**src/rtl/fetch_pkg.sv**
```systemverilog
// Shared encodings for the fetch stage: FSM states, instruction-format fields, bubble word.
// Pure definitions, no timing or flow control.
package fetch_pkg;

    typedef enum logic [1:0] {
        S_FETCH = 2'd0,
        S_IMM   = 2'd1,
        S_HALT  = 2'd2
    } state_t;

    localparam logic [1:0]  TWO_WORD_PREFIX = 2'b11;
    localparam int          TW_HI           = 15;
    localparam int          TW_LO           = 14;

    localparam logic [4:0]  OPC_HLT         = 5'b00001;
    localparam int          OPC_HI          = 15;
    localparam int          OPC_LO          = 11;

    localparam logic [15:0] NOP_INST        = 16'h0000;

    function automatic logic is_two_word(input logic [15:0] w);
        return w[TW_HI:TW_LO] == TWO_WORD_PREFIX;
    endfunction

    function automatic logic is_hlt(input logic [15:0] w);
        return w[OPC_HI:OPC_LO] == OPC_HLT;
    endfunction

endpackage

```
**src/rtl/fetch_stage_if_id_reg.sv**
```systemverilog
// IF/ID pipeline register, one edge of latency; clr beats ld beats bub, and with none
// asserted (stall) every field holds.
module if_id_reg
    import fetch_pkg::*;
#(
    parameter int PC_WIDTH = 16
) (
    input  logic                clk,
    input  logic                rst,
    input  logic                ld,
    input  logic                bub,
    input  logic                clr,
    input  logic [15:0]         d_inst,
    input  logic [15:0]         d_imm,
    input  logic [PC_WIDTH-1:0] d_pc,
    output logic [15:0]         inst,
    output logic [15:0]         imm,
    output logic [PC_WIDTH-1:0] pc,
    output logic                valid
);

    always_ff @(posedge clk or negedge rst) begin
        if (!rst) begin
            inst  <= NOP_INST;
            imm   <= 16'h0000;
            pc    <= '0;
            valid <= 1'b0;
        end else if (clr) begin
            // Redirect flush: the pc field is left as-is since a bubble's pc is never used.
            inst  <= NOP_INST;
            imm   <= 16'h0000;
            valid <= 1'b0;
        end else if (ld) begin
            inst  <= d_inst;
            imm   <= d_imm;
            pc    <= d_pc;
            valid <= 1'b1;
        end else if (bub) begin
            valid <= 1'b0;
        end
    end

endmodule

```
**src/rtl/fetch_stage.sv**
```systemverilog
// Instruction fetch: one-word instructions reach IF/ID one edge after their address, two-word
// ones two edges with a bubble; stall freezes all state, branch_taken overrides stall.
module fetch_stage
    import fetch_pkg::*;
#(
    parameter int                PC_WIDTH = 16,
    parameter logic [PC_WIDTH-1:0] RESET_PC = '0
) (
    input  logic                clk,
    input  logic                rst,
    output logic [PC_WIDTH-1:0] imem_addr,
    input  logic [15:0]         imem_rdata,
    input  logic                stall,
    input  logic                branch_taken,
    input  logic [PC_WIDTH-1:0] branch_target,
    output logic [15:0]         if_id_inst,
    output logic [15:0]         if_id_imm,
    output logic [PC_WIDTH-1:0] if_id_pc,
    output logic                if_id_valid
);

    state_t              state, state_n;
    logic [PC_WIDTH-1:0] pc, pc_n;
    logic [15:0]         hold, hold_n;
    logic [PC_WIDTH-1:0] hold_pc, hold_pc_n;
    logic                ld, bub, clr;
    logic [15:0]         d_inst, d_imm;
    logic [PC_WIDTH-1:0] d_pc;

    assign imem_addr = pc;

    always_ff @(posedge clk or negedge rst) begin
        if (!rst) begin
            state   <= S_FETCH;
            pc      <= RESET_PC;
            hold    <= NOP_INST;
            hold_pc <= '0;
        end else begin
            state   <= state_n;
            pc      <= pc_n;
            hold    <= hold_n;
            hold_pc <= hold_pc_n;
        end
    end

    always_comb begin
        state_n   = state;
        pc_n      = pc;
        hold_n    = hold;
        hold_pc_n = hold_pc;
        ld        = 1'b0;
        bub       = 1'b0;
        clr       = 1'b0;
        d_inst    = imem_rdata;
        d_imm     = 16'h0000;
        d_pc      = pc;
        if (branch_taken) begin
            pc_n    = branch_target;
            state_n = S_FETCH;
            hold_n  = NOP_INST;
            clr     = 1'b1;
        end else if (!stall) begin
            case (state)
                S_FETCH: begin
                    pc_n = pc + PC_WIDTH'(1);
                    if (is_two_word(imem_rdata)) begin
                        hold_n    = imem_rdata;
                        hold_pc_n = pc;
                        bub       = 1'b1;
                        state_n   = S_IMM;
                    end else begin
                        ld = 1'b1;
                        if (is_hlt(imem_rdata)) begin
                            state_n = S_HALT;
                        end
                    end
                end
                // The word read here is an immediate and is never inspected as an opcode.
                S_IMM: begin
                    ld      = 1'b1;
                    d_inst  = hold;
                    d_imm   = imem_rdata;
                    d_pc    = hold_pc;
                    pc_n    = pc + PC_WIDTH'(1);
                    state_n = S_FETCH;
                end
                S_HALT: begin
                    bub = 1'b1;
                end
                default: begin
                    state_n = S_FETCH;
                end
            endcase
        end
    end

    if_id_reg #(.PC_WIDTH(PC_WIDTH)) u_if_id (
        .clk    (clk),
        .rst    (rst),
        .ld     (ld),
        .bub    (bub),
        .clr    (clr),
        .d_inst (d_inst),
        .d_imm  (d_imm),
        .d_pc   (d_pc),
        .inst   (if_id_inst),
        .imm    (if_id_imm),
        .pc     (if_id_pc),
        .valid  (if_id_valid)
    );

endmodule

```
**config.mk**
```make
export PLATFORM = sky130hd
export DESIGN_NAME = fetch_stage
export DESIGN_NICKNAME = d
export VERILOG_FILES = /design/src/rtl/fetch_pkg.sv /design/src/rtl/fetch_stage_if_id_reg.sv /design/src/rtl/fetch_stage.sv
export SDC_FILE = /design/constraint.sdc
export NUM_CORES = 1
export LEC_CHECK = 0
export CAP_MARGIN = 5
export CORE_MARGIN = 3
export CORE_UTILIZATION = 45
export DETAILED_ROUTE_END_ITERATION = 10
export PLACE_DENSITY = 0.76
export SLEW_MARGIN = 20
export SYNTH_ARGS = -nofsm -noshare
export SYNTH_HDL_FRONTEND = slang
export SYNTH_SLANG_ARGS = --single-unit
```
**constraint.sdc**
```tcl
create_clock -name clk -period 1.75 [get_ports clk]
set_clock_uncertainty 0.1 [all_clocks]
set_input_delay 0.2625 -clock clk [delete_from_list [all_inputs] [get_ports clk]]
set_output_delay 0.2625 -clock clk [all_outputs]
set_load 0.05 [all_outputs]
```
==> results.txt, run 1 <==
- TritonCTS built the clock tree.
- CTS saw 99 sinks.
* Worst setup path category: reg -> reg
* Iteration-0 DRC count of the detailed router: 122
* Sum of overflow across all layers after global routing: 0
- A synthesized cell averages ~12 sq um.
- Status: finished clean
- Gate Count Post-Synth: between 300 and 400
- Warnings, synthesis: 0
- The worst pin sits at a relative slew slack of between 70 and 80%.
- STA puts the critical path data arrival time at roughly 1.8 ns.
- Number of placement rows: 35
- Routability-driven placement finished with a final weighted congestion of about 0.8.
* Number of optimization iterations in the first detailed-route pass: 4
- The floorplan step defined a die boundary enclosing between 10000 and 15000 sq um.
- Detailed routing inserted a total of 3317 vias.
- Counting along the longest clock path gives a buffer depth of 2.
* Final clock period utilization by the worst path: 96.5%
- Setup violations remaining at the end of the flow were counted as 0.
* Placeable Area: between 9000 and 10000 sq um
- Commonest non-fill, non-tap cell in the layout: sky130_fd_sc_hd__dfrtp_1
* Post-synthesis cell type count: 43
* Slew at the pin with the worst max-slew slack: 0.339 ns
* Wire length of the first global-routing pass: between 15000 and 20000 um
- PD cells: 945 nW/um^2
* Largest fanout on the critical path: 4
* Master cell of the clock root buffer: sky130_fd_sc_hd__clkbuf_8
- The worst register-to-register path begins at state[1].
* Largest net degree at the start of global routing: between 50 and 60
* Maximum clock rate: 592 MHz
* Via-to-Cell Ratio: approximately 5.3
- Counting every net in the synthesized netlist gives approximately 400.
- Chip width: ~100 um
- In the global route stage, overall resource usage came out at around a fifth.
- Setup fix buffers added after clock tree synthesis: 0
* Worst Setup Slack, final: just over 0.06 ns
* Post-placement setup slack: -0.355 ns
- Unrepaired setup endpoints after global routing: yes
- Via count of the first global-routing pass: 3400
- Counting flops and latches in the post-synthesis netlist gives 99.
- Of the synthesized area, sequential elements account for between 50% and 60%.
- Antenna violations before repair: 0
- After detailed routing, the average wire length per cell comes to around 16 um.
- The count of nets left with antenna violations once routing finished came out at 0.
- Number of hold-slack violations in the final timing report: 0
- Class of the worst hold path: in -> async
* Routed wire length: 10100 um
- In this run the count of I/O pins placed on the die edge is a little over 100.
- Yosys mapped a number of flops with a built-in enable equal to 0.
* Clock transition at the registers of the reported paths: approximately 0.1 ns
- For the worst setup path, the data required time is about 1.9 ns.
- Effective utilization at floorplan: a little under half
* Total count of max-transition violations in the final report: 0
* Overall die height: 104 um
* Share of synthesized flip-flops with an asynchronous set or reset: 100%
* Post-route setup TNS: 0 ns
- Worst vdd rail ir drop: roughly 0.56 mV
* Share of layout cells above drive strength 1: between 30% and 40%
- Counting I/O delays and the setup requirement, the final critical path takes about 1.7 ns.
- The analysis attributes to cell leakage a power of 2.60 nW.
- H-tree Lvls: 3
* Crit path from: state[1]
- Clock buffer count from CTS: 9
- STA classifies the critical path endpoint as a flop.
* Estimated wirelength of the detail-placed design: 7210 um
- Final net count: 530
* Leading cell types in the layout, fill and taps excluded: sky130_fd_sc_hd__dfrtp_1 (91), sky130_fd_sc_hd__buf_4 (87), sky130_fd_sc_hd__nand2_1 (54)
* Critical Path Start Type: flop
- Cell area after synthesis: approximately 4400 sq um
- The most used flip-flop cell after synthesis is sky130_fd_sc_hd__dfrtp_1.
- # diodes: 0
* Clock Latency Late Sink: approximately 0.35 ns
* Number of violations of the max-capacitance limit: 0
* P&R area growth vs syn: 33.9%
* DRC errors left: 0
* Port Buffers: 100
-- per-layer routing --
metal  share of wire, %  vias up  track usage (%)
met3                5.4        4             5.09
met2                 50       98             31.5
met4               0.29        0             3.89
met5                  0        -                0
met1                 45     1641             26.0
li1                   -     1574                -
-- path summary, 6_finish.rpt --
kind                               endpoint  slack [ns]  cells past startpoint
min                        u_if_id.inst[11]        0.24                      2
max in group asynchronous      imem_addr[8]        0.70                      3
min reg2reg                  u_if_id.pc[14]        0.39                      2
min in group clk               imem_addr[4]        0.36                      3
max reg2reg                    imem_addr[9]        0.06                      4
max                            imem_addr[9]        0.06                      4
-- area by class of cell --
class / count / area (sq um)
Fill cell: 756 / 3500
Sequential cell: 99 / 2490
Multi-Input combinational cell: 245 / 1730
Timing Repair Buffer: 134 / 1240
Tap cell: 129 / 161
Clock buffer: 10 / 138
Clock inverter: 6 / 47.5
Inverter: 4 / 15.0
-- power by group --
group          switching (W)  internal (W)  total (W)  leakage (nW)
Combinational       0.000876      0.000553    0.00143          1.25
Clock               0.000809      0.000566    0.00138        0.0815
Sequential          0.000166       0.00253    0.00270          1.28
-- flip-flops by register name, summed over array words and instances (netlist names) --
signal / count
hold_pc: 16
hold: 16
imem_addr: 16
u_if_id.imm: 16
state: 2
u_if_id.valid: 1
u_if_id.inst: 16
u_if_id.pc: 16
-- synth_stat cells, drive strengths merged (4+ instances only) --
cell type	count	share of area, %
mux2	16	4.1
mux2i	34	7.8
a22o	30	6.0
nor2	6	0.58
xor2	6	1.2
nand4	6	1.2
buf	11	1.8
a21oi	4	0.46
xnor2	4	0.81
nor3	4	0.58
nor4	5	1.4
clkbuf	14	1.2
inv	4	0.35
dfrtp	99	57
nand2	55	4.7
o21ai	47	5.4
-- stage by stage --
stage	area (sq um)	util (%)	instances	hold WS, ns	power (W)
floorplan	4360	-	374	-0.133	0.00359
CTS	5810	62.3	627	0.249	0.00556
global placement	5620	60.2	610	0.0811	0.00414
global route	5820	62.4	627	0.255	0.00578
finish	5820	62.4	627	0.242	0.00550
detailed placement	5620	60.2	610	0.0864	0.00418
-- critical path, cell delays in order (launching register included) --
cell and delay (ns):
sky130_fd_sc_hd__dfrtp_1 0.40, sky130_fd_sc_hd__or3b_4 0.43, sky130_fd_sc_hd__nor4_2 0.31, sky130_fd_sc_hd__nor3b_1 0.08, sky130_fd_sc_hd__a221o_1 0.26
-- kinds of logic after synthesis --
| family | count (synthesis) | synth area share, % |
|---|---|---|
| flops | 99 | 56.9 |
| simple gates | 97 | 12.1 |
| compound gates | 87 | 13.1 |
| mux | 50 | 12.0 |
| buf+inv | 30 | 3.62 |
| xor+xnor | 10 | 2.01 |
| fa+ha+maj | 1 | 0.288 |
-- what timing repair did --
action | 4_1_cts | 5_1_grt
pin swaps | 0 | 4
endpoints found under the setup margin | 4 | 5
endpoints found under the hold margin | 23 | 0
gates resized for setup | 1 | 3
hold buffers | 1 | 0
(Power assumes the default switching activity.)
==> run 2: changes to the inputs <==
Settings changed: CORE_ASPECT_RATIO from default to 0.9, RECOVER_POWER from default to 25, SLEW_MARGIN 20 to default.
==> results.txt, run 2 (synthesis results as in run 1) <==
- The run finished with clean final reports.
- The first detailed-routing pass took 4 iterations.
- Slew at the pin with the worst max-slew slack: approximately 0.7 ns
- about 100 I/O pins were placed.
* Effective utilization at floorplan: between 40% and 50%
* P&R area growth vs syn: 34.4%
* Commonest non-fill, non-tap cell in the layout: sky130_fd_sc_hd__buf_4
* Wire length of the first global-routing pass: between 15000 and 20000 um
* Hold-critical path depth: 3
- After detailed routing, the average wire length per cell comes to roughly 17 um.
- Largest fanout on the critical path: 5
* Worst R2R Start: state[1]
- Share of layout cells above drive strength 1: between 30% and 40%
- The routed design has between 10000 and 15000 um of wire.
- Global routing usage summed across all routing layers: around a fifth
* Clock Latency Late Sink: 0.36 ns
* Total count of max-transition violations in the final report: 0
- No sink is reached through more buffers than the 2 on the longest clock path.
- Crit path time final: around 1.7 ns
- Via-to-Cell Ratio: 5.36
- Across the run, the number of max-cap violations was 0.
* Number of routed nets with antenna violations: 0
- The floorplan step defined a die boundary enclosing about 11000 sq um.
- Worst slew margin: between 50% and 60%
- The count of buffers added on input and output ports is 100.
* Number of cells on the worst reg-to-reg path: 5
- Class of the worst hold path: in -> reg
* Placeable Area: approximately 9200 sq um
- STA classifies the critical path endpoint as a flop.
* Unrepaired setup endpoints after global routing: yes
- Counting the buffers created by CTS gives 9.
* Worst vdd rail ir drop: between 0.6 and 0.7 mV
* Post-route setup TNS: 0 ns
- Largest net degree at the start of global routing: 45
- Number of hold-slack violations in the final timing report: 0
- Startpoint of the tightest hold check path: branch_target[5]
- Across all hold checks on the routed design, the worst slack comes to 0.357 ns.
* Sum of overflow across all layers after global routing: 0
* Number of placement rows: 33
- Measured along the y axis, the die boundary spans slightly below 100 um.
- STA puts the critical path data required time at 1.95 ns.
* Chip width: between 100 and 150 um
- Clock tree from TritonCTS: built
- Leakage power total: ~2.7 nW
- The first routing iteration left between 150 and 200 violations.
- Final-report setup violation count: 0
* # diodes: 0
- The critical path in this run is classified as reg -> reg.
- Summing over every cut layer, the via total after detailed routing is about 3400.
- STA puts the critical path data arrival time at approximately 1.9 ns.
- In this run the power density over the cells is ~980 nW/um^2.
- The number of antenna violations at the first check in global routing was 0.
* Critical Path Start Type: flop
* Final net count: around 540
- Estimated wirelength of the detail-placed design: 7500 um
* Final weighted congestion in routability-driven placement: around 0.8
- Maximum clock rate: a little under 600 MHz
- The top cell types in the final layout, fill and taps aside, are sky130_fd_sc_hd__buf_4 (96), sky130_fd_sc_hd__dfrtp_1 (91), sky130_fd_sc_hd__nand2_1 (55).
- Clock sink count: between 90 and 100
- For this run, design rule violations remaining after detail routing come to 0.
- Clock transition at the registers of the reported paths: around 0.090 ns
- Master cell of the clock root buffer: sky130_fd_sc_hd__clkbuf_8
- Once the clock tree was built, the setup fixing pass inserted 0 buffers.
* H-tree Lvls: 3
- Final clock period utilization by the worst path: approximately 99%
- Crit path from: state[1]
- Via count of the first global-routing pass: 3372
-- run 2: cell types whose count changed in the layout (fill, tap and decap cells not counted), moves of 2 or more --
| cell | delta |
|---|---|
| sky130_fd_sc_hd__buf_4 | +9 |
| sky130_fd_sc_hd__buf_12 | -5 |
| sky130_fd_sc_hd__bufinv_16 | +2 |
| sky130_fd_sc_hd__clkinvlp_4 | -4 |
-- run 2: final timing paths --
path / endpoint / slack (ns)
worst max-delay path: imem_addr[13] / 0.02
worst min-delay path: imem_addr[5] / 0.36
worst max register to register: imem_addr[13] / 0.02
worst min register to register: u_if_id.pc[0] / 0.39
max in group asynchronous: imem_addr[8] / 0.22
min in group asynchronous: u_if_id.inst[11] / 0.38
-- run 2: layer usage --
layer / vias to the layer above / wire [um] / GRT usage [%]
met5: - / 0 / 0
met4: 0 / 121 / 6.14
met3: 14 / 649 / 4.67
met2: 90 / 5080 / 32.0
met1: 1666 / 4700 / 27.9
li1: 1583 / - / -
-- run 2: what timing repair did --
item	in CTS	in global routing
resized for setup	1	3
endpoints found under the hold margin	26	0
pin swaps	0	2
hold buffers	1	0
endpoints found under the setup margin	5	5
-- run 2: critical path, cell delays in order (launching register included) --
cell and delay (ns):
sky130_fd_sc_hd__dfrtp_1 0.39, sky130_fd_sc_hd__or3b_4 0.45, sky130_fd_sc_hd__nor4_4 0.26, sky130_fd_sc_hd__buf_4 0.16, sky130_fd_sc_hd__and4_1 0.19, sky130_fd_sc_hd__o31a_1 0.12
-- run 2: stage by stage --
step | utilization, % | setup WS (ns) | area, sq um | power [W] | std cells
final | 63.2 | 0.0195 | 5850 | 0.00575 | 626
after global routing | 63.2 | -0.0732 | 5850 | 0.00600 | 626
after CTS | 63.3 | 0.00518 | 5850 | 0.00580 | 626
after detailed placement | 60.8 | -0.436 | 5620 | 0.00419 | 610
after global placement | 60.8 | -0.350 | 5620 | 0.00415 | 610
after floorplan | - | -0.180 | 4360 | 0.00359 | 374
-- run 2: power by group --
part           total, W  internal [W]  switching (W)
clock           0.00161      0.000841       0.000772
sequential      0.00270       0.00253       0.000171
combinational   0.00143      0.000548       0.000886
-- run 2: area by class of cell --
cell class / instances / area (sq um)
clock buffer: 11 / 141
clock inverter: 4 / 73.8
fill: 730 / 3400
inverter: 4 / 15.0
multi-input combinational: 245 / 1740
sequential: 99 / 2490
tap: 122 / 153
timing repair buffer: 141 / 1230
==> run 3: changes to the inputs <==
Settings changed: SKIP_LAST_GASP from default to 1.
==> results.txt, run 3 (synthesis results as in run 1) <==
- Global routing used 20.2% of the available tracks across all layers.
- Master cell of the clock root buffer: sky130_fd_sc_hd__clkbuf_8
- Data required time at the worst endpoint: around 1.9 ns
* Worst EP arrival: around 1.9 ns
- For this block, the via count after detailed routing is between 3000 and 4000.
* Clock transition at the registers of the reported paths: about 0.09 ns
- Finished Core Util: a little over three fifths
* Total count of max-transition violations in the final report: 0
- Via count of the first global-routing pass: about 3400
- Clock sink count: 99
- The number of hold violations in the final report came to 0.
- Switching pwr: around 0.0018 W
* Slew at the pin with the worst max-slew slack: between 0.7 and 0.8 ns
- The flow ran to the end, and the final reports show no timing, DRC or antenna violations.
- Maximum clock rate: 577 MHz
- The internal power of the cells totals 0.00392 W.
* Max Buffers Root-to-Sink: 2
- Number of routed nets with antenna violations: 0
* Placeable Area: ~9200 sq um
- Wire length of the first global-routing pass: about 17000 um
* Critical Path Start Type: flop
* # diodes: 0
* Final net count: about 540
- Crit path time final: 1.73 ns
- Number of violations of the max-capacitance limit: 0
* Number of cells on the worst reg-to-reg path: 4
- The H-tree generated during clock tree synthesis spans 3 levels.
- Of the total power, the clock network draws roughly 28%.
* Count of placed standard cells in the final layout, fillers left out: ~630
- Headroom to the max-slew limit came out at ~52%.
- Final weighted congestion in routability-driven placement: between 0.8 and 0.9
- Largest fanout on the critical path: 5
- In this run, CTS created clock tree buffers numbering 9.
- Worst Setup Slack, final: 0.0168 ns
- Estimated wirelength of the detail-placed design: approximately 7500 um
* Chip width: around 110 um
- Overall power consumption after layout is estimated at between 0.005 and 0.006 W.
* Port Buffers: 100
* Unrepaired setup endpoints after global routing: yes
* Leading cell types in the layout, fill and taps excluded: sky130_fd_sc_hd__buf_4 (96), sky130_fd_sc_hd__dfrtp_1 (91), sky130_fd_sc_hd__nand2_1 (55)
- Net switching is a little under a third of the power.
- Worst vdd rail ir drop: 0.686 mV
- P&R area growth vs syn: 34.4%
- Worst setup path category: reg -> reg
- Clock Latency Late Sink: 0.36 ns
- Class of the worst hold path: in -> reg
* Share of layout cells above drive strength 1: 31.2%
* Antenna violations before repair: 0
* Inst Count DP: 610
* Via-to-Cell Ratio: between 5 and 6
- Of the total power, registers draw a little under half.
* Number of optimization iterations in the first detailed-route pass: 4
* Hold-critical path depth: 3
- The library cell used most frequently in the layout, excluding fill and tap cells, is sky130_fd_sc_hd__buf_4.
- In this run the static leakage power is roughly 2.7 nW.
- Overall die height: 99.3 um
* Crit end category: flop
- Final-report setup violation count: 0
- For this design the ratio of total power to cell area is 984 nW/um^2.
- Prior to clock tree synthesis, the placed netlist has a worst setup slack of -0.436 ns.
* Final clock period utilization by the worst path: 99.0%
- Post-detailed-route wirelength per cell: roughly 17 um
- Comb pwr share: about a quarter
* Sum of overflow across all layers after global routing: 0
* Iteration-0 DRC count of the detailed router: 162
- Largest net degree at the start of global routing: between 40 and 50
- The die covers roughly 11000 sq um.
- TritonCTS built the clock tree.
- Number of placement rows: 33
* Routed wire length: ~11000 um
- I/O pins: between 100 and 150
* Effective utilization at floorplan: 47.0%
- After detailed routing, the number of remaining DRC violations is 0.
run 3: cell counts in the layout (fill, tap and decap cells not counted):
No cell type changed its count.
run 3: timing repair:
action	CTS	global route
endpoints found under the hold margin	26	0
endpoints found under the setup margin	5	5
gates resized for setup	1	3
setup buffers	0	0
pin swaps	0	1
hold buffers	1	0
run 3: area by class of cell:
type / instances / area [sq um]
inverter: 4 / 15.0
tap: 122 / 153
sequential: 99 / 2490
clock buffer: 11 / 141
multi-input combinational: 245 / 1740
timing repair buffer: 141 / 1230
fill: 730 / 3400
clock inverter: 4 / 73.8
run 3: power by group through the flow:
| stage | Sequential, W | Clock, W | Combinational (W) |
|---|---|---|---|
| finish | 0.00270 | 0.00161 | 0.00143 |
| global route | 0.00274 | 0.00174 | 0.00153 |
| CTS | 0.00270 | 0.00165 | 0.00145 |
| detailed placement | 0.00274 | 0 | 0.00144 |
| global placement | 0.00273 | 0 | 0.00141 |
| floorplan | 0.00319 | 0 | 0.000393 |
run 3: worst paths after layout:
check,from,to,slack [ns]
setup reg to reg,state[1],imem_addr[11],0.02
min in group asynchronous,rst,u_if_id.pc[4],0.39
hold reg to reg,u_if_id.pc[0],u_if_id.pc[0],0.39
hold / removal,branch_target[5],imem_addr[5],0.36
setup / recovery,state[1],imem_addr[11],0.02
max in group asynchronous,rst,imem_addr[8],0.21
run 3: stage by stage:
stage	hold WS, ns	TNS, ns	area, sq um
after CTS	0.274	0	5850
after floorplan	-0.133	-0.659	4360
after detailed placement	0.118	-12.18	5620
final	0.357	0	5850
after global placement	0.115	-10.77	5620
after global routing	0.366	-0.151	5850
run 3: per-layer routing:
layer | up-vias | wire (um) | track usage [%]
li1 | 1583 | - | -
met1 | 1638 | 4680 | 27.9
met2 | 101 | 5060 | 32.0
met3 | 15 | 706 | 4.67
met4 | 0 | 142 | 6.14
met5 | - | 0 | 0
run 3: critical path: stages (launching register included):
cell                      delay, ns
sky130_fd_sc_hd__dfrtp_1       0.39
sky130_fd_sc_hd__or3b_4        0.45
sky130_fd_sc_hd__nor4_2        0.34
sky130_fd_sc_hd__nor3b_1       0.09
sky130_fd_sc_hd__a221o_1       0.26
==> RTL change, RTL diff (flow settings as in run 1) <==
`PC_WIDTH` is set to 16 in 2 places; all go to 18.
--- a/src/rtl/fetch_stage_if_id_reg.sv
+++ b/src/rtl/fetch_stage_if_id_reg.sv
@@ -5,3 +5,3 @@
 #(
-    parameter int PC_WIDTH = 16
+    parameter int PC_WIDTH = 18
 ) (
--- a/src/rtl/fetch_stage.sv
+++ b/src/rtl/fetch_stage.sv
@@ -5,3 +5,3 @@
 #(
-    parameter int                PC_WIDTH = 16,
+    parameter int                PC_WIDTH = 18,
     parameter logic [PC_WIDTH-1:0] RESET_PC = '0
Interface: changed (resized branch_target, if_id_pc and imem_addr); port bits go from 101 to 107. No check against the original RTL was run, so the function may have changed too.
==> RTL change against run 1 <==
Critical path depth grew 2. Cell count grew 12%. Final area rose by 9.8%. Setup slack improved by 0.0049 ns. Area after synthesis is 8.5% higher. Maximum frequency up 0.29%. Routed wire length increased by 13%. Sequential share of layout area decreased by 1.4 points. Sequential cell count up 6. Total power grew 11%.
==> RTL change: results (changes against run 1) <==
Setup path
  – Reg2Reg Depth: 6 (+2)
  – Largest stage delay, worst path: 0.41 ns (-0.02 ns)
  – Reg2Reg Launch Point: state[0]
  – Worst reg2reg path endpoint: u_if_id.imm[15]

Min path
  – Hold Path Class: in2reg

Routing
  – Met3 wire length: 693 um (+27%)
  – M1 wire length: 5190 um (+15%)
  – WL met2: 5520 um (+9.8%)
  – WL/cell: 16.4 um (+1.4%)
  – Via density: 5.32 (+0.50%)

Placed design
  – HPWL Detailed: 8070 um (+12%)
  – Dpl cell area: 6090 sq um (+8.5%)
  – IO buf count: 106 (+6.0%)
  – Final Wtd Congestion: 0.791 (-3.3%)

Logic synthesis
  – Post-synthesis sequential area ratio: 55.7% (-1.3 points)
  – Syn nets: 474 (+15%)
  – Yosys cell types: 38 (-12%)
  – Gate Count Post-Synth: 435 (+16%)

GRT
  – First-pass GRT wire length: 18600 um (+8.5%)
  – Largest net degree at the start of global routing: 37 (-34%)

Status
  – Outcome: completed

STA
  – Tcrit/Tclk final: 96.2% (-0.28 points)
  – Fin Hold WS: 0.210 ns (-0.0322 ns)
  – Worst Tran Pin Value: 0.454 ns (+0.116 ns)

Layout
  – Proportion of layout cells with a drive suffix above 1: 31.2% (+0.44 points)
  – Nets: 604 (+14%)

Power and ir drop
  – LEAKAGE: 0.00274 uW (+5.4%)
RTL change: cell types whose count changed in the layout (fill, tap and decap cells not counted), sizes merged, moves of 4 or more:
cell | before | now
o21ai | 47 | 16
buf | 99 | 113
nor2b | 2 | 6
dfrtp | 99 | 105
xnor2 | 4 | 8
a21oi | 4 | 38
nor2 | 6 | 47
a22o | 30 | 16
a211oi | 0 | 16
RTL change: layout make-up:
type / count / area (sq um) / share of cell area (%)
Clock buffer: 9 / 124 / 1.94
Clock inverter: 5 / 58.8 / 0.919
Inverter: 4 / 15.0 / 0.235
Multi-Input combinational cell: 295 / 2010 / 31.4
Sequential cell: 105 / 2640 / 41.3
Tap cell: 133 / 166 / 2.60
Timing Repair Buffer: 150 / 1380 / 21.6
RTL change: worst max path at each step:
stage,endpoint,cells after the start
2_1_floorplan,imem_addr[13],5
4_1_cts,u_if_id.imm[12],7
5_1_grt,u_if_id.imm[14],6
3_3_place_gp,imem_addr[17],6
3_5_place_dp,u_if_id.inst[9],6
6_report,u_if_id.imm[15],6
RTL change: what timing repair did:
item	in CTS	in global routing
gates resized for setup	3	9
buffers inserted	0	3
setup endpoints to repair	7	68
endpoints found under the hold margin	28	0
hold buffers	1	0
cloned	0	1
pin swaps	0	1
RTL change: power by group:
part           switching (uW)  internal [uW]  total [uW]
combinational            1040            649        1690
sequential                222           2720        2940
clock                     810            646        1460
RTL change: kinds of logic (layout without fill, tap and decap cells):
logic type	after synthesis	after routing	share of synthesized area (%)
muxes	54	54	11.9
adders and majority gates	1	1	0.265
and+or+nand+nor	139	139	14.7
buffers and inverters	35	168	3.47
DFF	105	105	55.7
AOI/OAI and AO/OA	89	89	11.7
xor gates and xnor gates	12	12	2.23
